[config.mk]
export PLATFORM = sky130hd
export DESIGN_NAME = cdb_arbiter
export DESIGN_NICKNAME = d
export VERILOG_FILES = /design/src/rtl/cdb_arbiter.sv
export SDC_FILE = /design/constraint.sdc
export NUM_CORES = 1
export LEC_CHECK = 0
export ABC_AREA = 1
export CAP_MARGIN = 20
export CORE_MARGIN = 10
export CORE_UTILIZATION = 38
export CTS_CLUSTER_SIZE = 40
export DETAILED_ROUTE_END_ITERATION = 12
export PLACE_DENSITY_LB_ADDON = 0.05
export SLEW_MARGIN = 10
export SYNTH_ARGS = -nofsm -noshare
export SYNTH_HDL_FRONTEND = slang
export SYNTH_SLANG_ARGS = --single-unit
[constraint.sdc]
create_clock -name clk -period 3 [get_ports clk]
set_clock_uncertainty 0.2 [all_clocks]
set_input_delay 0.75 -clock clk [delete_from_list [all_inputs] [get_ports clk]]
set_output_delay 0.75 -clock clk [all_outputs]
set_load 0.02 [all_outputs]
[src/rtl/cdb_arbiter.sv]
// Round-robin arbiter for the common data bus: one functional unit wins per cycle and its packet is
// registered onto the CDB; losers see stall. Optional per-unit perf counters under CDB_ARB_PERF_EN.
module cdb_arbiter #(
   parameter  int NUM_REQ   = 4,
   parameter  int DATA_W    = 32,
   parameter  int ROB_IDX_W = 5,
   parameter  int PHYS_W    = 6,
   localparam int SRC_W     = $clog2(NUM_REQ)
) (
   input  logic                          clk,
   input  logic                          rst,
   input  logic                          flush,
   input  logic [NUM_REQ-1:0]            req_valid,
   input  logic [NUM_REQ*ROB_IDX_W-1:0]  req_rob_id,
   input  logic [NUM_REQ*PHYS_W-1:0]     req_phys_rd,
   input  logic [NUM_REQ*5-1:0]          req_arch_rd,
   input  logic [NUM_REQ*DATA_W-1:0]     req_data,
   output logic [NUM_REQ-1:0]            stall,
   output logic                          cdb_valid,
   output logic [ROB_IDX_W-1:0]          cdb_rob_id,
   output logic [PHYS_W-1:0]             cdb_phys_rd,
   output logic [4:0]                    cdb_arch_rd,
   output logic [DATA_W-1:0]             cdb_data,
   output logic [SRC_W-1:0]              cdb_src
`ifdef CDB_ARB_PERF_EN
   ,
   output logic [NUM_REQ*32-1:0]         perf_stall_cnt,
   output logic [NUM_REQ*32-1:0]         perf_grant_cnt
`endif
);

   logic [ROB_IDX_W-1:0] rob_a  [NUM_REQ];
   logic [PHYS_W-1:0]    phys_a [NUM_REQ];
   logic [4:0]           arch_a [NUM_REQ];
   logic [DATA_W-1:0]    data_a [NUM_REQ];

   genvar gi;
   generate
      for (gi = 0; gi < NUM_REQ; gi++) begin : g_unpack
         assign rob_a[gi]  = req_rob_id[gi*ROB_IDX_W +: ROB_IDX_W];
         assign phys_a[gi] = req_phys_rd[gi*PHYS_W +: PHYS_W];
         assign arch_a[gi] = req_arch_rd[gi*5 +: 5];
         assign data_a[gi] = req_data[gi*DATA_W +: DATA_W];
      end
   endgenerate

   logic [SRC_W-1:0]   rr_ptr_q, rr_ptr_d;
   logic [NUM_REQ-1:0] grant;
   logic [SRC_W-1:0]   grant_idx;
   logic               grant_any;
   logic [SRC_W-1:0]   scan_idx;
   logic               bcast;

   // Scan starts at rr_ptr and wraps; first valid requester wins.
   always_comb begin
      grant     = '0;
      grant_idx = '0;
      grant_any = 1'b0;
      scan_idx  = '0;
      for (int k = 0; k < NUM_REQ; k++) begin
         scan_idx = SRC_W'((int'(rr_ptr_q) + k) % NUM_REQ);
         if (!grant_any && req_valid[scan_idx]) begin
            grant_any        = 1'b1;
            grant_idx        = scan_idx;
            grant[scan_idx]  = 1'b1;
         end
      end
   end

   assign bcast = grant_any & ~flush;
   assign stall = req_valid & ~grant & ~{NUM_REQ{flush}};

   always_comb begin
      rr_ptr_d = rr_ptr_q;
      if (bcast) begin
         rr_ptr_d = (grant_idx == SRC_W'(NUM_REQ - 1)) ? '0 : grant_idx + 1'b1;
      end
   end

   logic                 cdb_valid_q;
   logic [ROB_IDX_W-1:0] cdb_rob_id_q;
   logic [PHYS_W-1:0]    cdb_phys_rd_q;
   logic [4:0]           cdb_arch_rd_q;
   logic [DATA_W-1:0]    cdb_data_q;
   logic [SRC_W-1:0]     cdb_src_q;

   always_ff @(posedge clk) begin
      if (rst) begin
         rr_ptr_q      <= '0;
         cdb_valid_q   <= 1'b0;
         cdb_rob_id_q  <= '0;
         cdb_phys_rd_q <= '0;
         cdb_arch_rd_q <= '0;
         cdb_data_q    <= '0;
         cdb_src_q     <= '0;
      end else begin
         rr_ptr_q      <= rr_ptr_d;
         cdb_valid_q   <= bcast;
         cdb_rob_id_q  <= bcast ? rob_a[grant_idx]  : '0;
         cdb_phys_rd_q <= bcast ? phys_a[grant_idx] : '0;
         cdb_arch_rd_q <= bcast ? arch_a[grant_idx] : '0;
         cdb_data_q    <= bcast ? data_a[grant_idx] : '0;
         cdb_src_q     <= bcast ? grant_idx         : '0;
      end
   end

   assign cdb_valid   = cdb_valid_q;
   assign cdb_rob_id  = cdb_rob_id_q;
   assign cdb_phys_rd = cdb_phys_rd_q;
   assign cdb_arch_rd = cdb_arch_rd_q;
   assign cdb_data    = cdb_data_q;
   assign cdb_src     = cdb_src_q;

`ifdef CDB_ARB_PERF_EN
   // Counters survive flush and wrap naturally at 2^32.
   generate
      for (gi = 0; gi < NUM_REQ; gi++) begin : g_perf
         logic [31:0] stall_cnt_q;
         logic [31:0] grant_cnt_q;
         always_ff @(posedge clk) begin
            if (rst) begin
               stall_cnt_q <= '0;
               grant_cnt_q <= '0;
            end else begin
               stall_cnt_q <= stall_cnt_q + {31'b0, stall[gi]};
               grant_cnt_q <= grant_cnt_q + {31'b0, grant[gi] & bcast};
            end
         end
         assign perf_stall_cnt[gi*32 +: 32] = stall_cnt_q;
         assign perf_grant_cnt[gi*32 +: 32] = grant_cnt_q;
      end
   endgenerate
`endif

endmodule

==> results of run 1 <==
## sequential cells by signal, summed over array words and instances, names as in the netlist
register	count
cdb_phys_rd	6
cdb_rob_id	5
cdb_data	32
cdb_src	2
cdb_valid	1
rr_ptr_q	2
cdb_arch_rd	5
## final timing paths
| kind | from | end | slack, ps | cells past startpoint |
|---|---|---|---|---|
| setup / recovery | req_valid[3] | stall[1] | 50 | 12 |
| hold / removal | rr_ptr_q[0]$_SDFFE_PP0P_ | rr_ptr_q[0]$_SDFFE_PP0P_ | 530 | 3 |
| setup reg to reg | rr_ptr_q[0]$_SDFFE_PP0P_ | cdb_arch_rd[3]$_SDFF_PP0_ | 240 | 16 |
| hold reg to reg | rr_ptr_q[0]$_SDFFE_PP0P_ | rr_ptr_q[0]$_SDFFE_PP0P_ | 530 | 3 |
## layout by cell type (no fill, tap or decap), drive strengths merged
| cell type | synthesis | routed |
|---|---|---|
| clkinv | 0 | 1 |
| bufinv | 0 | 1 |
| a211oi | 3 | 3 |
| o21ai | 1 | 1 |
| clkdlybuf4s50 | 0 | 245 |
| dfxtp | 53 | 53 |
| a21oi | 54 | 54 |
| clkdlybuf4s15 | 0 | 2 |
| a31oi | 1 | 1 |
| nand3b | 49 | 49 |
| inv | 158 | 159 |
| buf | 38 | 52 |
| ha | 6 | 6 |
| nand4 | 4 | 4 |
| clkbuf | 8 | 7 |
| nand2 | 137 | 137 |
| nand3 | 165 | 165 |
| nor2 | 9 | 9 |
## logic make-up (layout without fill, tap and decap cells)
logic type | count (synthesis) | after routing | share of synthesized area
flip-flops | 53 | 53 | 0.256
AND/OR/NAND/NOR | 364 | 364 | 0.446
adder cells (fa/ha/maj) | 6 | 6 | 0.0181
buffers and inverters | 204 | 467 | 0.204
AO/OA/AOI/OAI | 59 | 59 | 0.0752
## power by group through the flow
stage	clock network, mW	logic, mW	registers [mW]
6_report	0.517	5.33	1.04
5_1_grt	0.561	5.83	1.06
4_1_cts	0.529	5.25	1.04
3_5_place_dp	0	5.09	1.05
3_3_place_gp	0	5.04	1.05
2_1_floorplan	0	2.94	1.36
## area by class of cell
cell class                 instances  share of cell area
timing repair buffer             301               0.410
multi-input combinational        429               0.323
sequential                        53               0.145
inverter                         158              0.0822
tap                              140              0.0240
clock buffer                       5             0.00942
clock inverter                     3             0.00600
## cell usage after synthesis
| cell type | count |
|---|---|
| sky130_fd_sc_hd__a211oi_1 | 3 |
| sky130_fd_sc_hd__a21oi_1 | 53 |
| sky130_fd_sc_hd__a21oi_2 | 1 |
| sky130_fd_sc_hd__a31oi_1 | 1 |
| sky130_fd_sc_hd__buf_1 | 6 |
| sky130_fd_sc_hd__buf_2 | 25 |
| sky130_fd_sc_hd__buf_4 | 3 |
| sky130_fd_sc_hd__buf_6 | 4 |
| sky130_fd_sc_hd__clkbuf_1 | 8 |
| sky130_fd_sc_hd__dfxtp_1 | 53 |
| sky130_fd_sc_hd__ha_1 | 6 |
| sky130_fd_sc_hd__inv_1 | 153 |
| sky130_fd_sc_hd__inv_2 | 3 |
| sky130_fd_sc_hd__inv_4 | 1 |
| sky130_fd_sc_hd__inv_6 | 1 |
| sky130_fd_sc_hd__nand2_1 | 127 |
| sky130_fd_sc_hd__nand2_2 | 7 |
| sky130_fd_sc_hd__nand2_4 | 3 |
| sky130_fd_sc_hd__nand3_1 | 161 |
| sky130_fd_sc_hd__nand3_2 | 4 |
| sky130_fd_sc_hd__nand3b_1 | 49 |
| sky130_fd_sc_hd__nand4_1 | 3 |
| sky130_fd_sc_hd__nand4_4 | 1 |
| sky130_fd_sc_hd__nor2_1 | 8 |
| sky130_fd_sc_hd__nor2_4 | 1 |
| sky130_fd_sc_hd__o21ai_2 | 1 |
## critical path, stage by stage
cell and delay, ps:
sky130_fd_sc_hd__clkdlybuf4s15_1 220, sky130_fd_sc_hd__inv_2 60, sky130_fd_sc_hd__nand2_2 80, sky130_fd_sc_hd__nand3_4 80, sky130_fd_sc_hd__nand2_4 110, sky130_fd_sc_hd__inv_4 50
sky130_fd_sc_hd__nand2_4 90, sky130_fd_sc_hd__nor2_4 50, sky130_fd_sc_hd__nand2_1 60, sky130_fd_sc_hd__nand4_1 120, sky130_fd_sc_hd__a21oi_2 170, sky130_fd_sc_hd__buf_6 140
## stage by stage
stage,hold WS [ps],area [um2]
final,533,7300
after CTS,500,7230
after global placement,499,6990
after global routing,555,7300
after detailed placement,497,6990
after floorplan,425,4140
## routing by layer
layer | vias up | GRT usage
met5 | - | 0
met4 | 0 | 0.0562
met3 | 34 | 0.0736
met2 | 236 | 0.373
met1 | 2478 | 0.247
li1 | 2672 | -
## what timing repair did
action                     in CTS  in global routing
hold buffers                    0                  0
setup endpoints to repair       4                  7
gates resized for setup        44                 24
setup buffers                   9                  1
pin swaps                       6                  6
==> run metrics, run 1 <==
CTS H-tree lvls 2; worst ir drop on vdd between 600 and 700 uV; clock latency reported for the late side of the worst-skew pair about 310 ps; final non-filler cell total about 1100; Tcrit/Tclk final 0.984; worst-case setup margin in the final layout slightly below 50 ps; Top Ports ~250; Pint roughly 3.4 mW; Ant. Diodes 0; run status finished, final reports clean; Setup Total Neg Slack 0 ps; area of the mapped netlist about 4100 um2; number of DRC violations after detailed routing 0; highest routed layer met4; CP Class in -> out; number of slew-limit violations in the final report 0; Cell variety after synth 26; number of inserted filler cells in the final layout 960; maximum fanout count along the critical path 5; fraction of power spent switching nets 0.502; top-area cell type share of the netlist area 0.256; horizontal extent of the die 124 um; routed wirelength normalized by instance count about 16 um; NumNets Final between 1000 and 1500; max-cap check violation count 0; total number of vias 5420; number of flip-flops and latches in the synthesized netlist 53; portion of total power attributed to the clock network 0.075; gr usage total 0.216; arrival time at the worst endpoint 2000 ps; Final Hold Vio Count 0; area taken by multi-input logic gates around 2400 um2; number of antenna violations at the first check in global routing 0; Net Count, Synth roughly 890; final core utilization 0.680; pin count of the biggest net entering global routing 54; ratio of cells with drive above 1 in the final layout 0.115; overall power after layout between 6 and 7 mW; Least-Margin Pin Slew approximately 330 ps; wirelength, routed between 15000 and 20000 um; total iterations of the first detailed-routing run 7; Slew headroom 0.780; Finish-stage setup viols 0; DIE AREA around 15000 um2; static leakage power roughly 3.5 nW; post-synthesis average cell area approximately 6.0 um2; Fmax ~340 MHz; Congestion Overflow GR 0; switching component of the power around 3.5 mW; cts bufs inserted 5; number of warnings issued by yosys 0; total half-perimeter wirelength after legalization and detailed placement between 10000 and 15000 um; Max Root-Sink Buffers 2; DR WL met2 ~8700 um; sequential fraction of the synthesis area 0.256; Post-Synthesis Cells approximately 700; RePlAce Congestion just under 0.9; number of global-route vias before repair roughly 5400; routed length on met3 about 1600 um; Placeable Area ~11000 um2; chip height around 120 um; global-route wire length before repair 28200 um; startpoint kind of the worst setup timing path input pin; clk sink count 53; drt first-iter violations about 330; starting density of the core 0.386; leading cell types by total area after synthesis sky130_fd_sc_hd__dfxtp_1, sky130_fd_sc_hd__nand3_1, sky130_fd_sc_hd__inv_1; post-placement setup slack -679 ps; Root Buffer sky130_fd_sc_hd__clkbuf_8; cell taking the most area after synthesis sky130_fd_sc_hd__dfxtp_1; Cells after DPL approximately 1100; Setup crit end kind output pin; layout overhead on the synthesized area 76.3%; Detail Route Antenna Nets 0; endpoint required time on the critical path ~2100 ps; CTS tree done; path class of the lowest-slack min-delay path reg -> reg; post-CTS clock slew at the launch and capture registers of the worst setup and hold paths 100 ps; number of buffers added on ports between 200 and 300; clock period minus worst slack about 3000 ps; vias per cell 4.98; logic gate share of total power 0.774; area of all sequential standard cells around 1100 um2; Row Count 38; sum of routed wire segments on met1 between 7000 and 8000 um; power density of the placed cells around 940 nW/um2; part of the total power dissipated in sequential elements 0.151
Note: power is estimated with default switching activity, not from simulation.
==> inputs of run 2 (changes only) <==
--- a/config.mk
+++ b/config.mk
@@ -7,6 +7,7 @@
 export LEC_CHECK = 0
 export ABC_AREA = 1
 export CAP_MARGIN = 20
+export CORE_ASPECT_RATIO = 1.75
 export CORE_MARGIN = 10
 export CORE_UTILIZATION = 38
 export CTS_CLUSTER_SIZE = 40
==> run metrics, run 2 (synthesized netlist as in run 1, its figures left out) <==
standard cell area after detailed placement 7090 um2 (+1.4%); ordered list of cells on the worst path clkdlybuf4s15_1 -> inv_2 -> nand2_2 -> nand3_4 -> nand2_4 -> buf_6 -> a211oi_1 -> nand3_2 -> a21oi_1 -> buf_4; max FFs per register 32 (unchanged); post-placement setup slack -743 ps (-64.3 ps); total number of vias 5416 (-0.074%); post-CTS clock slew at the launch and capture registers of the worst setup and hold paths 70 ps (-30 ps); global-route wire length before repair 27900 um (-0.81%); fraction of power spent switching nets 0.485 (-0.0175); path class of the lowest-slack min-delay path reg -> reg; clock period minus worst slack 3000 ps (+47.0 ps); number of DRC violations after detailed routing 0 (unchanged); layout overhead on the synthesized area 79.3%; Row Count 50 (+32%); chip height 158 um (+27%); Placeable Area 10700 um2 (-0.44%); power density of the placed cells 958 nW/um2 (+1.6%); Tcrit/Tclk final 1.00 (+0.0157); Final Hold Vio Count 0 (unchanged); number of slew-limit violations in the final report 0 (unchanged); cts bufs inserted 5 (unchanged); top library cells by usage in the layout, fill and taps aside sky130_fd_sc_hd__clkdlybuf4s50_1, sky130_fd_sc_hd__nand3_1, sky130_fd_sc_hd__inv_1; commonest non-fill, non-tap cell in the layout sky130_fd_sc_hd__clkdlybuf4s50_1; Top Ports 254 (unchanged); drt first-iter violations 211 (-36%); total half-perimeter wirelength after legalization and detailed placement 14300 um (+5.0%); Congestion Overflow GR 0 (unchanged); CTS H-tree lvls 2 (unchanged); Setup Total Neg Slack 0 ps (unchanged); Root Buffer sky130_fd_sc_hd__clkbuf_16; max-cap check violation count 0 (unchanged); NumNets Final 1161 (+0.69%); portion of total power attributed to the clock network 0.097 (+0.022); arrival time at the worst endpoint 2050 ps (+50 ps); Ant. Diodes 0 (unchanged); Fmax 333 MHz (-1.6%); Layout Cell Area excl Fill 7430 um2 (+1.7%); RePlAce Congestion 0.900 (+2.2%); CP Class in -> out; routed wirelength normalized by instance count 16.8 um (+1.8%); Setup crit end kind output pin; startpoint kind of the worst setup timing path input pin; number of antenna violations at the first check in global routing 0 (unchanged); ratio of cells with drive above 1 in the final layout 0.118 (+0.00322); maximum cell stage delay along the critical path 290 ps (+70 ps); total iterations of the first detailed-routing run 6 (-1); number of buffers added on ports 253 (unchanged); part of the total power dissipated in sequential elements 0.145 (-0.006); endpoint required time on the critical path 2050 ps (about the same); vias per cell 4.98 (+0.11%); starting density of the core 0.387 (+0.00171); pin count of the biggest net entering global routing 49 (-9.3%); number of global-route vias before repair 5341 (-0.93%); count of hold buffers inserted by post-cts repair 0 (unchanged); horizontal extent of the die 98.9 um (-20%); Max Root-Sink Buffers 2 (unchanged); clk sink count 53 (unchanged); static leakage power 3.62 nW (+2.3%); CTS tree done; Critical path buffers and inverters 4 (unchanged); Cells after DPL 1072 (+0.093%); final non-filler cell total 1087 (-0.18%); Slew headroom 0.791 (+0.0115); wirelength, routed 18200 um (+1.6%); run status finished, final reports clean; Pint 3.67 mW (+7.0%); DIE AREA 15600 um2 (+1.1%); worst-case setup margin in the final layout 1.30 ps (-47.0 ps); Detail Route Antenna Nets 0 (unchanged); number of inserted filler cells in the final layout 958 (-0.21%); logic gate share of total power 0.757 (-0.017); clock latency reported for the late side of the worst-skew pair 300 ps (about the same); maximum fanout count along the critical path 4 (-1); worst ir drop on vdd 737 uV (+8.5%); Finish-stage setup viols 0 (unchanged); Least-Margin Pin Slew 311 ps (-19.1 ps); slowest library cell on the worst path sky130_fd_sc_hd__a211oi_1; gr usage total 0.216 (+0.000785); cell type group with the largest total delay on the critical path buffers and inverters; switching component of the power 3.45 mW (-0.23%)
run 2: power groups by stage:
| stage | Combinational, mW | Clock [mW] | Sequential, mW |
|---|---|---|---|
| finish | 5.39 | 0.694 | 1.03 |
| global route | 5.92 | 0.727 | 1.06 |
| CTS | 5.32 | 0.706 | 1.04 |
| detailed placement | 5.23 | 0 | 1.05 |
| global placement | 5.16 | 0 | 1.04 |
| floorplan | 2.94 | 0 | 1.36 |
run 2: metal layers:
layer / track usage / wire length, um / part of all wire
met1: 0.230 / 6410 / 0.35
met2: 0.396 / 9740 / 0.53
met3: 0.0576 / 1520 / 0.083
met4: 0.0761 / 569 / 0.031
met5: 0 / 0 / 0
run 2: cell type report:
type	count	area (um2)	area share
Clock buffer	7	143	0.0192
Sequential cell	53	1060	0.143
Inverter	158	601	0.0808
Timing Repair Buffer	309	3060	0.412
Clock inverter	1	30.0	0.00404
Tap cell	130	163	0.0219
Multi-Input combinational cell	429	2370	0.319
run 2: worst min-delay path, stage by stage (launching register included):
cell                       delay [ps]
sky130_fd_sc_hd__dfxtp_2          340
sky130_fd_sc_hd__inv_6             60
sky130_fd_sc_hd__buf_4            210
sky130_fd_sc_hd__a211oi_1         100
run 2: what timing repair did:
action,in CTS,in global routing
buffers inserted,6,1
gates resized for setup,38,26
setup endpoints to repair,4,4
pin swaps,5,9
run 2: stage by stage:
stage / hold slack (ps) / total power [mW] / utilization
2_1_floorplan: 425 / 4.30 / -
3_3_place_gp: 491 / 6.20 / 0.662
3_5_place_dp: 504 / 6.28 / 0.662
4_1_cts: 525 / 7.06 / 0.685
5_1_grt: 603 / 7.71 / 0.695
6_report: 549 / 7.12 / 0.695
run 2: path summary, 6_finish.rpt:
kind,from,to,slack (ps),depth (start not counted)
worst min register to register,rr_ptr_q[0]$_SDFFE_PP0P_,rr_ptr_q[0]$_SDFFE_PP0P_,550,3
worst max register to register,rr_ptr_q[1]$_SDFFE_PP0P_,cdb_data[0]$_SDFF_PP0_,540,13
worst max-delay path,req_valid[0],stall[0],1,10
worst min-delay path,rr_ptr_q[0]$_SDFFE_PP0P_,rr_ptr_q[0]$_SDFFE_PP0P_,550,3
